[src/rtl/risc_result_fifo_if.sv]
// Result-port bundle between the RISC core, the result FIFO and the SoC result bus.
// The slave view belongs to the FIFO. The master view belongs to whatever drives the core side and consumes the result bus.
interface risc_result_fifo_if #(
    parameter int unsigned DW = 16,
    parameter int unsigned TW = 8
);
    logic          OUT_VALID;
    logic [DW-1:0] RESULT_DATA;
    logic [10:0]   PSW;
    logic          Res_Ready;
    logic          Res_Valid;
    logic [DW-1:0] Res_Data;
    logic [TW-1:0] Res_Tag;

    modport slave (
        input  OUT_VALID, RESULT_DATA, PSW, Res_Ready,
        output Res_Valid, Res_Data, Res_Tag
    );

    modport master (
        output OUT_VALID, RESULT_DATA, PSW, Res_Ready,
        input  Res_Valid, Res_Data, Res_Tag
    );
endinterface

[src/rtl/risc_result_fifo.sv]
// Result FIFO for the RISC core. It stores each result word together with its PC tag and drains it over valid/ready.
// The core has no stall input, so a push into a full FIFO is dropped and counted.
module risc_result_fifo #(
    parameter int unsigned DEPTH = 8,
    parameter int unsigned DW    = 16,
    parameter int unsigned TW    = 8,
    parameter int unsigned CW    = 4
) (
    input  logic                 clk,
    input  logic                 reset_n,
    risc_result_fifo_if.slave    res,
    input  logic                 Clr_Ovfl,
    output logic [CW-1:0]        Res_Count,
    output logic                 Fifo_Full,
    output logic                 Ovfl_Flag,
    output logic [7:0]           Drop_Cnt
);
    localparam int unsigned AW = $clog2(DEPTH);

    typedef enum logic {EMPTY, HOLD} state_t;

    state_t              state_q, state_d;
    logic [TW+DW-1:0]    mem_q [DEPTH];
    logic [AW-1:0]       wr_q, wr_d, rd_q, rd_d;
    logic [CW-1:0]       count_q, count_d, count_left;
    logic                full_q, full_d;
    logic                ovfl_q, ovfl_d;
    logic [7:0]          drop_q, drop_d;
    logic [TW+DW-1:0]    head_q, head_d;
    logic [TW+DW-1:0]    wr_word;
    logic                push, pop, acc, drop;

    always_comb begin
        wr_word    = {res.PSW[10:3], res.RESULT_DATA};
        push       = res.OUT_VALID;
        pop        = (state_q == HOLD) & res.Res_Ready;
        acc        = push & (~full_q | pop);
        drop       = push & full_q & ~pop;
        wr_d       = wr_q + AW'(acc);
        rd_d       = rd_q + AW'(pop);
        count_d    = count_q + CW'(acc) - CW'(pop);
        count_left = count_q - CW'(pop);
        full_d     = (count_d == CW'(DEPTH));

        // The head register is loaded one cycle ahead. If nothing is left after the pop, the word being written this cycle becomes the head.
        head_d = (count_left == '0) ? wr_word : mem_q[rd_d];

        ovfl_d = ovfl_q;
        drop_d = drop_q;
        if (Clr_Ovfl) begin
            ovfl_d = 1'b0;
            drop_d = '0;
        end
        if (drop) begin
            ovfl_d = 1'b1;
            drop_d = Clr_Ovfl ? 8'd1 : ((drop_q == 8'hFF) ? 8'hFF : drop_q + 8'd1);
        end
    end

    always_comb begin
        state_d = state_q;
        case (state_q)
            EMPTY: if (acc) state_d = HOLD;
            HOLD:  if (pop && count_q == CW'(1) && !acc) state_d = EMPTY;
            default: state_d = EMPTY;
        endcase
    end

    always_ff @(posedge clk or negedge reset_n) begin
        if (!reset_n) begin
            state_q <= EMPTY;
            wr_q    <= '0;
            rd_q    <= '0;
            count_q <= '0;
            full_q  <= 1'b0;
            ovfl_q  <= 1'b0;
            drop_q  <= '0;
            head_q  <= '0;
        end else begin
            state_q <= state_d;
            wr_q    <= wr_d;
            rd_q    <= rd_d;
            count_q <= count_d;
            full_q  <= full_d;
            ovfl_q  <= ovfl_d;
            drop_q  <= drop_d;
            head_q  <= head_d;
        end
    end

    always_ff @(posedge clk) begin
        if (acc) mem_q[wr_q] <= wr_word;
    end

    always_comb begin
        res.Res_Valid = (state_q == HOLD);
        res.Res_Data  = res.Res_Valid ? head_q[DW-1:0]     : '0;
        res.Res_Tag   = res.Res_Valid ? head_q[TW+DW-1:DW] : '0;
        Res_Count     = count_q;
        Fifo_Full     = full_q;
        Ovfl_Flag     = ovfl_q;
        Drop_Cnt      = drop_q;
    end
endmodule

[src/flat_wrapper.sv]
// flat-port wrapper written by rule: the top's interface ports become plain ports
module risc_result_fifo_flat 
#(
    parameter int unsigned DEPTH = 8,
    parameter int unsigned DW    = 16,
    parameter int unsigned TW    = 8,
    parameter int unsigned CW    = 4
)
  (clk, reset_n, Clr_Ovfl, Res_Count, Fifo_Full, Ovfl_Flag, Drop_Cnt, res_OUT_VALID, res_RESULT_DATA, res_PSW, res_Res_Ready, res_Res_Valid, res_Res_Data, res_Res_Tag);
  risc_result_fifo_if #(.DW(DW), .TW(TW)) res_i ();
  input  logic clk;
  input  logic reset_n;
  input  logic Clr_Ovfl;
  output logic [CW-1:0] Res_Count;
  output logic Fifo_Full;
  output logic Ovfl_Flag;
  output logic [7:0] Drop_Cnt;
  input wire logic [$bits(res_i.OUT_VALID)-1:0] res_OUT_VALID;
  input wire logic [$bits(res_i.RESULT_DATA)-1:0] res_RESULT_DATA;
  input wire logic [$bits(res_i.PSW)-1:0] res_PSW;
  input wire logic [$bits(res_i.Res_Ready)-1:0] res_Res_Ready;
  output wire logic [$bits(res_i.Res_Valid)-1:0] res_Res_Valid;
  output wire logic [$bits(res_i.Res_Data)-1:0] res_Res_Data;
  output wire logic [$bits(res_i.Res_Tag)-1:0] res_Res_Tag;
  assign res_i.OUT_VALID = res_OUT_VALID;
  assign res_i.RESULT_DATA = res_RESULT_DATA;
  assign res_i.PSW = res_PSW;
  assign res_i.Res_Ready = res_Res_Ready;
  assign res_Res_Valid = res_i.Res_Valid;
  assign res_Res_Data = res_i.Res_Data;
  assign res_Res_Tag = res_i.Res_Tag;
  risc_result_fifo #(.DEPTH(DEPTH), .DW(DW), .TW(TW), .CW(CW)) u_core (.clk(clk), .reset_n(reset_n), .res(res_i), .Clr_Ovfl(Clr_Ovfl), .Res_Count(Res_Count), .Fifo_Full(Fifo_Full), .Ovfl_Flag(Ovfl_Flag), .Drop_Cnt(Drop_Cnt));
endmodule
[config.mk]
export PLATFORM = sky130hd
export DESIGN_NAME = risc_result_fifo_flat
export DESIGN_NICKNAME = d
export VERILOG_FILES = /design/src/rtl/risc_result_fifo_if.sv /design/src/rtl/risc_result_fifo.sv /design/src/flat_wrapper.sv
export SDC_FILE = /design/constraint.sdc
export NUM_CORES = 1
export LEC_CHECK = 0
export BUFFER_PORTS_ARGS = -buffer_cell sky130_fd_sc_hd__buf_2
export CORE_MARGIN = 3
export CORE_UTILIZATION = 55
export DETAILED_ROUTE_END_ITERATION = 7
export PLACE_DENSITY = 0.84
export SETUP_SLACK_MARGIN = 0.2
export SLEW_MARGIN = 20
export SYNTH_ARGS = -nofsm -noshare
export SYNTH_HDL_FRONTEND = slang
export SYNTH_SLANG_ARGS = --single-unit
[constraint.sdc]
create_clock -name clk -period 4.1 [get_ports clk]
set_input_delay 0.205 -clock clk [delete_from_list [all_inputs] [get_ports clk]]
set_output_delay 0.205 -clock clk [all_outputs]
set_load 0.01 [all_outputs]
==> implementation parameters, run 1 <==
Parameter                              Value

Clock network
  TritonCTS clock tree    yes
  Setup bufs post-CTS    0
  Number of clock buffers inserted by TritonCTS    24
  Sink count of the clock tree    237
  Post-cts resize count    0
  H-Tree Depth    1
  Clk root buf    clkbuf_16
  CTS clock-pin slew for the worst setup and hold paths    0.06 ns
  Clock latency at the later pin of the worst-skew pair    0.53 ns
  Number of buffers between clock root and the deepest sink    3
  Quantity of hold-fixing buffers added after cts    26

Drt
  Initial drt markers    327
  Vias post-DR    5385
  Detailed-routing iteration count for the pre-antenna-repair pass    4
  Routed wirelength normalized by instance count    22.0 microns
  DRC violations left    0
  Antenna-violating nets left    0
  Total wire length    20.2 mm
  Via density per instance    5.85

Setup path
  Data arrival time of the critical path    3.35 ns
  Required time at the worst-slack endpoint    4.50 ns
  Critical Path Source Type    flip-flop
  Maximum fanout count along the critical path    48
  Endpoint kind of the worst setup timing path    flip-flop
  Critical path class    reg2reg

Logic synthesis
  Mapped Cells    575
  Fraction of synthesis flops using an asynchronous set or reset pin    19.0%
  Syn avg cell area    16.6 sq um
  Primary FF master, synth    edfxtp_1
  XOR/XNOR share of the synthesized area    0.840%
  Post-synthesis cell type with the largest combined area    edfxtp_1
  Synthesized netlist net count    618
  Synth warnings    0
  Number of distinct library cell variants in the gate-level netlist after synthesis    43
  Seq cells post-synth    237
  Adder and majority cell fraction of the synthesized area    1.52%
  Synth top area share    60.5%
  Number of flops mapped to enable cells by yosys    192
  Simple-gate share of the synthesized area    5.11%
  Cell types with the largest area share after synthesis    edfxtp_1 (61%), dfrtp_1 (12%), mux2_2 (6.5%)
  Area fraction in compound gates after synthesis    6.47%
  Most repeated cell in the gate-level netlist after synthesis    edfxtp_1
  Portion of the post-synthesis area used by sequential elements    72.3%
  Multiplexer share of the synthesized area    11.6%
  Largest family of logic cells by synthesized area    multiplexers
  Top cells by instance count after synthesis    edfxtp_1 (192), mux2_2 (55), o22ai_1 (49)
  Area of the mapped netlist    9530 sq um

Pwr
  Maximum ir drop on the vdd rail    524 uV
  Leakage power summed over all cells    4.01 nW
  Power density of the placed cells    751 nW/um^2

Global routing
  Largest net degree at the start of global routing    98
  Number of antenna violations at the first check in global routing    1
  Total track usage    21.6%
  Vias in the first global route    5589
  Global-route wire length before repair    30.7 mm
  Residual overflow from global routing    0

Timing
  Max Clk Rate    0.339 GHz
  Final slew viol count    0
  Final total negative setup slack    0 ns
  Slew of the pin with the lowest slew margin    0.667 ns
  Clock period minus final worst setup slack    2.95 ns
  Setup violations, final    0
  Clock Skew    0.0197 ns
  Final Cycle Share    72.0%
  Max-slew headroom at the worst pin    55.5%
  Endpoints failing hold    0
  Unrepaired setup endpoints after global routing    no

Placement
  Half-perimeter wire length of the detailed placement result    10.7 mm
  Routability Congestion    0.762
  Port Buffer Count    67
  Placed insts    850

Finish
  Register area    6890 sq um
  Proportion of layout cells with a drive suffix above 1    28.0%
  Filler Cells Inserted    1091
  Number of nets in the layout    725
  Layout Area Growth over Synthesis    18.1%
  Area used by multi-input combinational logic    2470 sq um
  Non-filler cells in the finished layout    921

Die
  Die Y-Extent    138 microns
  Boundary pin count    71
  Die Footprint    18900 sq um
  Chip width    138 microns
  Core region area    16800 sq um
  Rows    47
  Initial Utilization    56.9%

Flow run
  Max-Cap Viols    0

Outcome
  Outcome    finished, final reports clean

Hold path
  Min-delay worst type    in2reg
final timing paths:
check	from	end	slack [ns]	cells after the start
setup / recovery	u_core.res.Res_Valid	u_core.head_q[10]	1.15	7
hold / removal	res_Res_Ready	u_core.res.Res_Valid	0.06	3
setup reg to reg	u_core.res.Res_Valid	u_core.head_q[10]	1.15	7
hold reg to reg	u_core.Ovfl_Flag	u_core.Ovfl_Flag	0.56	2
max in group asynchronous	reset_n	u_core.head_q[3]	3.32	3
min in group asynchronous	reset_n	u_core.head_q[17]	0.33	3
placed cells by master, fill, tap and decap left out, types with 7 or more instances in the layout:
master         netlist  final
clkbuf_1            14      9
mux2i_1              7      7
o31ai_1             13     13
dlygate4sd3_1        0     26
edfxtp_1           192    192
dfrtp_1             45     45
inv_1               11     11
o22ai_1             49     49
ha_1                10     10
buf_4                4     16
nand2_1             34     34
mux2_1              37     37
mux2_2              55     55
buf_2                6     67
o31ai_2             10     10
clkbuf_16            0     24
and2_1              25     25
registers in the layout (all words and copies together), names as in the netlist:
signal and cells:
u_core.Ovfl_Flag 1, u_core.wr_q 3, u_core.mem_q 192, u_core.res.Res_Valid 1
u_core.Drop_Cnt 8, u_core.rd_q 3, u_core.head_q 24, u_core.Fifo_Full 1
u_core.Res_Count 4
per-layer routing:
layer	GRT usage (%)	vias to the layer above	share of wire (%)	wire (microns)
met1	27.8	2720	40	8090
met3	3.58	56	5.8	1170
li1	-	2429	-	-
met5	0	-	0	0
met2	37.0	180	51	10300
met4	8.09	0	3.4	692
through the flow:
stage | total power, mW | hold slack [ns] | instance area, sq um | setup WS, ns | utilization [%]
2_1_floorplan | 5.34 | -0.0906 | 9530 | 0.737 | -
3_3_place_gp | 6.04 | 0.368 | 10200 | 1.30 | 60.6
3_5_place_dp | 6.19 | 0.365 | 10200 | 1.22 | 60.6
4_1_cts | 8.49 | 0.0408 | 11200 | 1.14 | 67.1
5_1_grt | 8.82 | 0.0517 | 11300 | 0.992 | 67.1
6_report | 8.45 | 0.0564 | 11300 | 1.15 | 67.1
worst max-delay path, cell delays in order, from the launching register on:
cell and delay (ns):
dfrtp_1 0.72, nand2_2 0.26, or2_2 0.36, ha_1 0.34
nor4_4 0.28, buf_4 0.56, nand2_1 0.16, o31ai_1 0.14
kinds of logic after synthesis:
family	after synthesis
XOR/XNOR	7
AO/OA/AOI/OAI	85
multiplexers	99
AND/OR/NAND/NOR	96
flip-flops	237
adder cells (fa/ha/maj)	11
buffers and inverters	40
cell type report:
class | count | share of cell area (%)
Antenna cell | 1 | 0.0222
Clock buffer | 38 | 6.25
Clock inverter | 6 | 1.18
Inverter | 11 | 0.367
Multi-Input combinational cell | 298 | 21.9
Sequential cell | 237 | 61.3
Tap cell | 220 | 2.45
Timing Repair Buffer | 110 | 6.54
power breakdown:
group | total (mW) | switching [mW] | internal (mW)
sequential | 3.26 | 0.155 | 3.10
clock | 2.25 | 0.873 | 1.37
combinational | 2.95 | 1.71 | 1.24
total | 8.45 | 2.74 | 5.71
Note: power is estimated with default switching activity, not from simulation.
==> run 2: changes to the inputs <==
--- a/config.mk
+++ b/config.mk
@@ -5,11 +5,12 @@
 export SDC_FILE = /design/constraint.sdc
 export NUM_CORES = 1
 export LEC_CHECK = 0
+export ABC_AREA = 1
 export BUFFER_PORTS_ARGS = -buffer_cell sky130_fd_sc_hd__buf_2
 export CORE_MARGIN = 3
 export CORE_UTILIZATION = 55
 export DETAILED_ROUTE_END_ITERATION = 7
-export PLACE_DENSITY = 0.84
+export PLACE_DENSITY = 0.86
 export SETUP_SLACK_MARGIN = 0.2
 export SLEW_MARGIN = 20
 export SYNTH_ARGS = -nofsm -noshare
==> constraint.sdc (replaced) <==
create_clock -name clk -period 2.6 [get_ports clk]
set_input_delay 0.13 -clock clk [delete_from_list [all_inputs] [get_ports clk]]
set_output_delay 0.13 -clock clk [all_outputs]
set_load 0.01 [all_outputs]
==> run 2 against run 1 <==
Critical path depth grew 3. Area after synthesis grew 11%. Via count grew 40%. Critical path type unchanged. Critical endpoint is now u_core.head_q[7]. Largest power group unchanged. Highest routed layer unchanged.
==> implementation parameters, run 2 <==
Parameter                              Value

Setup path
  Maximum fanout count along the critical path    97
  Endpoint kind of the worst setup timing path    flip-flop
  Depth of the worst register-to-register path    10
  Worst path most repeated cell    nand3_1
  Critical path class    reg2reg
  Longest individual stage delay on the worst path    0.41 ns
  Required time at the worst-slack endpoint    2.98 ns
  Data arrival time of the critical path    2.63 ns
  Highest-delay cell along the critical path    dfrtp_1
  Cells traversed along the worst timing path    buf_4 -> nand3_4 -> buf_16 -> nand2_8 -> buf_12 -> nand2_1 -> nand3_1 -> nand3_1 -> nand3_1 -> nand2_1
  Critical Path Source Type    flip-flop

Drt
  Detailed-routing iteration count for the pre-antenna-repair pass    6
  Total wire length    24.3 mm
  Vias post-DR    7542
  Top Layer Used    met4
  Initial drt markers    883
  Routed wirelength normalized by instance count    18.1 microns
  Antenna-violating nets left    0
  Via density per instance    5.64
  Met3 wirelength from detailed routing    2.03 mm
  DRC violations left    0
  Post-Route M1 WL    9.38 mm
  Wire length on met2    12.0 mm

Clock network
  Number of buffers between clock root and the deepest sink    3
  CTS clock-pin slew for the worst setup and hold paths    0.06 ns
  H-Tree Depth    1
  TritonCTS clock tree    yes
  Clock latency at the later pin of the worst-skew pair    0.52 ns
  Clk root buf    clkbuf_16
  Number of clock buffers inserted by TritonCTS    24
  Setup bufs post-CTS    0
  Sink count of the clock tree    237

Placement
  Half-perimeter wire length of the detailed placement result    13.7 mm
  Routability Congestion    0.812
  Port Buffer Count    67
  Dpl ws    0.294 ns
  Post-detailed-placement cell area    11200 sq um
  Placed insts    1266

Global routing
  Total track usage    23.6%
  Number of antenna violations at the first check in global routing    0
  Largest net degree at the start of global routing    98
  Residual overflow from global routing    0
  Vias in the first global route    7507
  Global-route wire length before repair    38.2 mm

Finish
  Post-route cell area    12300 sq um
  Filler Cells Inserted    1325
  Proportion of layout cells with a drive suffix above 1    14.1%
  Non-filler cells in the finished layout    1337
  Final core utilization    65.8%
  Flip-flop count of the largest register, all copies and words added    192
  Diodes inserted    0
  Most frequent standard cell in the layout excluding fill and tap cells    nand3_1
  Most frequent cells in the layout    nand3_1 (199), nand2_1 (195), edfxtp_1 (192), inv_1 (170), nand3b_1 (72)
  Register ranked first by flip-flop count    u_core.mem_q
  Layout Area Growth over Synthesis    17.0%
  Number of nets in the layout    1128

Logic synthesis
  Fraction of synthesis flops using an asynchronous set or reset pin    19.0%
  Synth warnings    0
  Synth top area share    54.6%
  Mapped Cells    985
  Top cells by instance count after synthesis    nand3_1 (199), nand2_1 (195), edfxtp_1 (192)
  Area of the mapped netlist    10600 sq um
  Post-synthesis cell type with the largest combined area    edfxtp_1
  Most repeated cell in the gate-level netlist after synthesis    nand3_1
  Number of flops mapped to enable cells by yosys    192
  Number of distinct library cell variants in the gate-level netlist after synthesis    32
  Cell types with the largest area share after synthesis    edfxtp_1 (55%), dfrtp_1 (11%), nand3_1 (9.4%)
  Primary FF master, synth    edfxtp_1
  Portion of the post-synthesis area used by sequential elements    65.3%
  Seq cells post-synth    237
  Syn avg cell area    10.7 sq um
  Synthesized netlist net count    1028

Die
  Core region area    18800 sq um
  Die Y-Extent    145 microns
  Chip width    145 microns
  Die Footprint    20900 sq um
  Rows    50
  Initial Utilization    56.2%
  Boundary pin count    71

Timing
  Worst hold margin    0.0908 ns
  Max Clk Rate    0.445 GHz
  Endpoints failing hold    0
  Setup violations, final    0
  Final slew viol count    0
  Unrepaired setup endpoints after global routing    no
  Slew of the pin with the lowest slew margin    0.652 ns
  Max-slew headroom at the worst pin    56.5%
  Minimum setup slack in the final design    0.354 ns
  Clock Skew    0.0206 ns
  Clock period minus final worst setup slack    2.25 ns
  Final Cycle Share    86.4%

Pwr
  Maximum ir drop on the vdd rail    624 uV
  Power density of the placed cells    1100 nW/um^2
  Leakage power summed over all cells    5.43 nW

Outcome
  Outcome    finished, final reports clean

Flow run
  Max-Cap Viols    0

Hold path
  Min-delay worst type    in2reg
  Count of cells along the worst hold path    4
==> run 2: path summary, 6_finish.rpt <==
check,start,to,slack [ns]
setup reg to reg,u_core.res.Res_Valid,u_core.head_q[7],0.35
hold / removal,res_Res_Ready,u_core.res.Res_Valid,0.09
max in group asynchronous,reset_n,u_core.head_q[6],1.96
min in group asynchronous,reset_n,u_core.head_q[17],0.19
setup / recovery,u_core.res.Res_Valid,u_core.head_q[7],0.35
hold reg to reg,u_core.wr_q[2],u_core.wr_q[2],0.53
==> run 2: layout make-up <==
type / instances / area [sq um] / area share, %
Clock inverter: 12 / 174 / 1.41
Timing Repair Buffer: 125 / 923 / 7.48
Multi-Input combinational cell: 525 / 2770 / 22.4
Inverter: 172 / 646 / 5.23
Clock buffer: 32 / 651 / 5.27
Tap cell: 234 / 293 / 2.37
Sequential cell: 237 / 6890 / 55.8
==> run 2: cells by family after synthesis <==
| kind of cell | Yosys count | share of synthesized area [%] |
|---|---|---|
| AND/OR/NAND/NOR | 492 | 23.0 |
| flip-flops | 237 | 65.3 |
| AO/OA/AOI/OAI | 16 | 0.865 |
| adder cells (fa/ha/maj) | 11 | 1.38 |
| XOR/XNOR | 6 | 0.569 |
| buffers and inverters | 223 | 8.84 |
==> run 2: layer usage <==
layer,global-route usage (%),vias up
met5,0,-
li1,-,3463
met3,3.34,76
met1,30.3,3600
met4,9.62,0
met2,40.5,403
==> run 2: what timing repair did <==
| action | CTS | global route |
|---|---|---|
| hold endpoints to repair | 266 | 0 |
| gates resized for setup | 0 | 2 |
| endpoints found under the setup margin | 0 | 4 |
| hold buffers | 27 | 0 |
==> run 2: where the power goes <==
group	switching, mW	leakage (nW)	internal [mW]
Clock	1.38	0.396	2.16
Combinational	3.29	2.75	1.68
Sequential	0.218	2.28	4.89
==> run 2: critical path: cells and delay by family, from the launching register on <==
family / cells / cell delay, ns
buffers and inverters: 3 / 0.76
flip-flops: 1 / 0.41
AND/OR/NAND/NOR: 7 / 0.88
==> run 2: per-stage QoR <==
step | total power, mW | setup TNS [ns]
6_report | 13.6 | 0
5_1_grt | 14.4 | 0
4_1_cts | 13.6 | 0
3_5_place_dp | 10.0 | 0
3_3_place_gp | 9.80 | 0
2_1_floorplan | 8.39 | -9.95
==> run 3: changes to the inputs <==
--- a/config.mk
+++ b/config.mk
@@ -8,9 +8,9 @@
 export ABC_AREA = 1
 export BUFFER_PORTS_ARGS = -buffer_cell sky130_fd_sc_hd__buf_2
 export CORE_MARGIN = 3
-export CORE_UTILIZATION = 55
+export CORE_UTILIZATION = 34
 export DETAILED_ROUTE_END_ITERATION = 7
-export PLACE_DENSITY = 0.86
+export PLACE_DENSITY = 0.62
 export SETUP_SLACK_MARGIN = 0.2
 export SLEW_MARGIN = 20
 export SYNTH_ARGS = -nofsm -noshare
==> constraint.sdc (replaced) <==
create_clock -name clk -period 2.6 [get_ports clk]
set_input_delay 0.13 -clock clk [delete_from_list [all_inputs] [get_ports clk]]
set_output_delay 0.13 -clock clk [all_outputs]
set_load 0.005 [all_outputs]
==> run 3 against run 2 <==
Global-route usage fell by 8.8 points. Setup slack improved by 0.037 ns. Clock power increased by 2%. Combinational power fell by 4.2%. Highest routed layer unchanged.
==> implementation parameters, run 3 (synthesis gave the netlist of run 2 again) <==
Parameter                              Value

Outcome
  Outcome    finished, final reports clean

Drt
  Top Layer Used    met4
  Vias post-DR    7143
  Met3 wirelength from detailed routing    1.53 mm
  DRC violations left    0
  Initial drt markers    573
  Antenna-violating nets left    0
  Post-Route M1 WL    11.2 mm
  Wire length on met2    11.3 mm
  Total wire length    24.5 mm
  Routed wirelength normalized by instance count    16.3 microns
  Detailed-routing iteration count for the pre-antenna-repair pass    4
  Via density per instance    4.76

Die
  Core region area    30100 sq um
  Boundary pin count    71
  Chip width    182 microns
  Die Y-Extent    182 microns
  Initial Utilization    35.0%
  Die Footprint    33200 sq um
  Rows    63

Placement
  Port Buffer Count    67
  Half-perimeter wire length of the detailed placement result    13.9 mm
  Post-detailed-placement cell area    11400 sq um
  Routability Congestion    0.766

Flow run
  Max-Cap Viols    0

Setup path
  Data arrival time of the critical path    2.43 ns
  Endpoint kind of the worst setup timing path    flip-flop
  Maximum fanout count along the critical path    8
  Critical path class    reg2reg
  Required time at the worst-slack endpoint    2.82 ns
  Critical Path Source Type    flip-flop

Pwr
  Net Sw Frac    35.4%
  Sequential fraction of design power    37.8%
  Cell internal power dissipation    8.71 mW
  Total power consumption of the routed design    13.5 mW
  Maximum ir drop on the vdd rail    606 uV
  Leakage power summed over all cells    5.45 nW
  Part of the power in the clock network    26.8%
  Psw    4.77 mW
  Power density of the placed cells    1070 nW/um^2
  Part of the power in combinational logic    35.4%

Clock network
  TritonCTS clock tree    yes
  Number of clock buffers inserted by TritonCTS    27
  CTS clock-pin slew for the worst setup and hold paths    0.05 ns
  Number of buffers between clock root and the deepest sink    3
  Sink count of the clock tree    237
  Clock latency at the later pin of the worst-skew pair    0.52 ns
  H-Tree Depth    1
  Clk root buf    clkbuf_16

Finish
  Post-route cell area    12500 sq um
  Most frequent standard cell in the layout excluding fill and tap cells    nand3_1
  Filler Cells Inserted    2831
  Number of nets in the layout    1133
  Flip-flop count of the largest register, all copies and words added    192
  Most frequent cells in the layout    nand3_1 (199), nand2_1 (195), edfxtp_1 (192), inv_1 (170), nand3b_1 (72)
  Layout Area Growth over Synthesis    18.8%
  Register ranked first by flip-flop count    u_core.mem_q
  Proportion of layout cells with a drive suffix above 1    14.4%

Global routing
  Number of antenna violations at the first check in global routing    1
  Total track usage    14.7%
  Largest net degree at the start of global routing    97
  Global-route wire length before repair    39.2 mm
  Vias in the first global route    7169
  Residual overflow from global routing    0

Timing
  Endpoints failing hold    0
  Final total negative setup slack    0 ns
  Setup violations, final    0
  Max Clk Rate    0.453 GHz
  Slew of the pin with the lowest slew margin    0.632 ns
  Clock Skew    0.00837 ns
  Final slew viol count    0
  Final Cycle Share    85.0%
  Clock period minus final worst setup slack    2.21 ns
  Max-slew headroom at the worst pin    57.8%
  Unrepaired setup endpoints after global routing    no

Hold path
  Min-delay worst type    in2reg
## run 3: per-stage QoR
stage | hold WS (ns) | util, % | setup WS [ns] | cells
2_1_floorplan | -0.166 | - | -0.0622 | 985
3_3_place_gp | 0.137 | 37.9 | 0.295 | 1424
3_5_place_dp | 0.133 | 37.9 | 0.205 | 1424
4_1_cts | 0.0543 | 41.6 | 0.343 | 1500
5_1_grt | 0.0957 | 41.6 | 0.226 | 1501
6_report | 0.0627 | 41.6 | 0.391 | 1501
## run 3: final timing paths
kind / endpoint / slack (ns) / cells after the start / startpoint
min in group asynchronous: u_core.head_q[17] / 0.12 / 2 / reset_n
worst min-delay path: u_core.res.Res_Valid / 0.06 / 5 / res_OUT_VALID
worst min register to register: u_core.wr_q[2] / 0.52 / 1 / u_core.wr_q[2]
max in group asynchronous: u_core.head_q[7] / 1.86 / 3 / reset_n
worst max-delay path: u_core.mem_q[2][5] / 0.39 / 6 / u_core.res.Res_Valid
worst max register to register: u_core.mem_q[2][5] / 0.39 / 6 / u_core.res.Res_Valid
## run 3: per-layer routing
metal  vias to the layer above  track usage [%]
met5                         -                0
met4                         0             3.90
met3                        40             2.43
met2                       192             24.0
met1                      3431             20.5
li1                       3480                -
## run 3: power groups by stage
stage / logic [mW] / registers, mW / clock network (mW)
CTS: 4.85 / 5.09 / 3.69
global route: 5.37 / 5.15 / 3.85
global placement: 4.73 / 5.15 / 0
floorplan: 3.16 / 5.13 / 0
detailed placement: 4.79 / 5.17 / 0
finish: 4.77 / 5.09 / 3.61
## run 3: timing repair
action	in CTS	in global routing
setup buffers	0	0
hold buffers	27	0
hold endpoints to repair	243	0
resized for setup	1	0
setup endpoints to repair	8	0
## run 3: critical path, cell delays in order (launching register included)
cell	delay (ns)
dfrtp_1	0.44
nand2_4	0.12
a21oi_2	0.29
inv_1	0.11
or2_2	0.34
nor2_2	0.35
buf_4	0.26
## run 3: layout make-up
type	instances	area (sq um)	area share (%)
Antenna cell	1	2.50	0.0200
Clock buffer	38	737	5.88
Clock inverter	11	113	0.898
Inverter	172	646	5.15
Multi-Input combinational cell	525	2760	22.0
Sequential cell	237	6890	55.0
Tap cell	390	488	3.89
Timing Repair Buffer	127	903	7.20
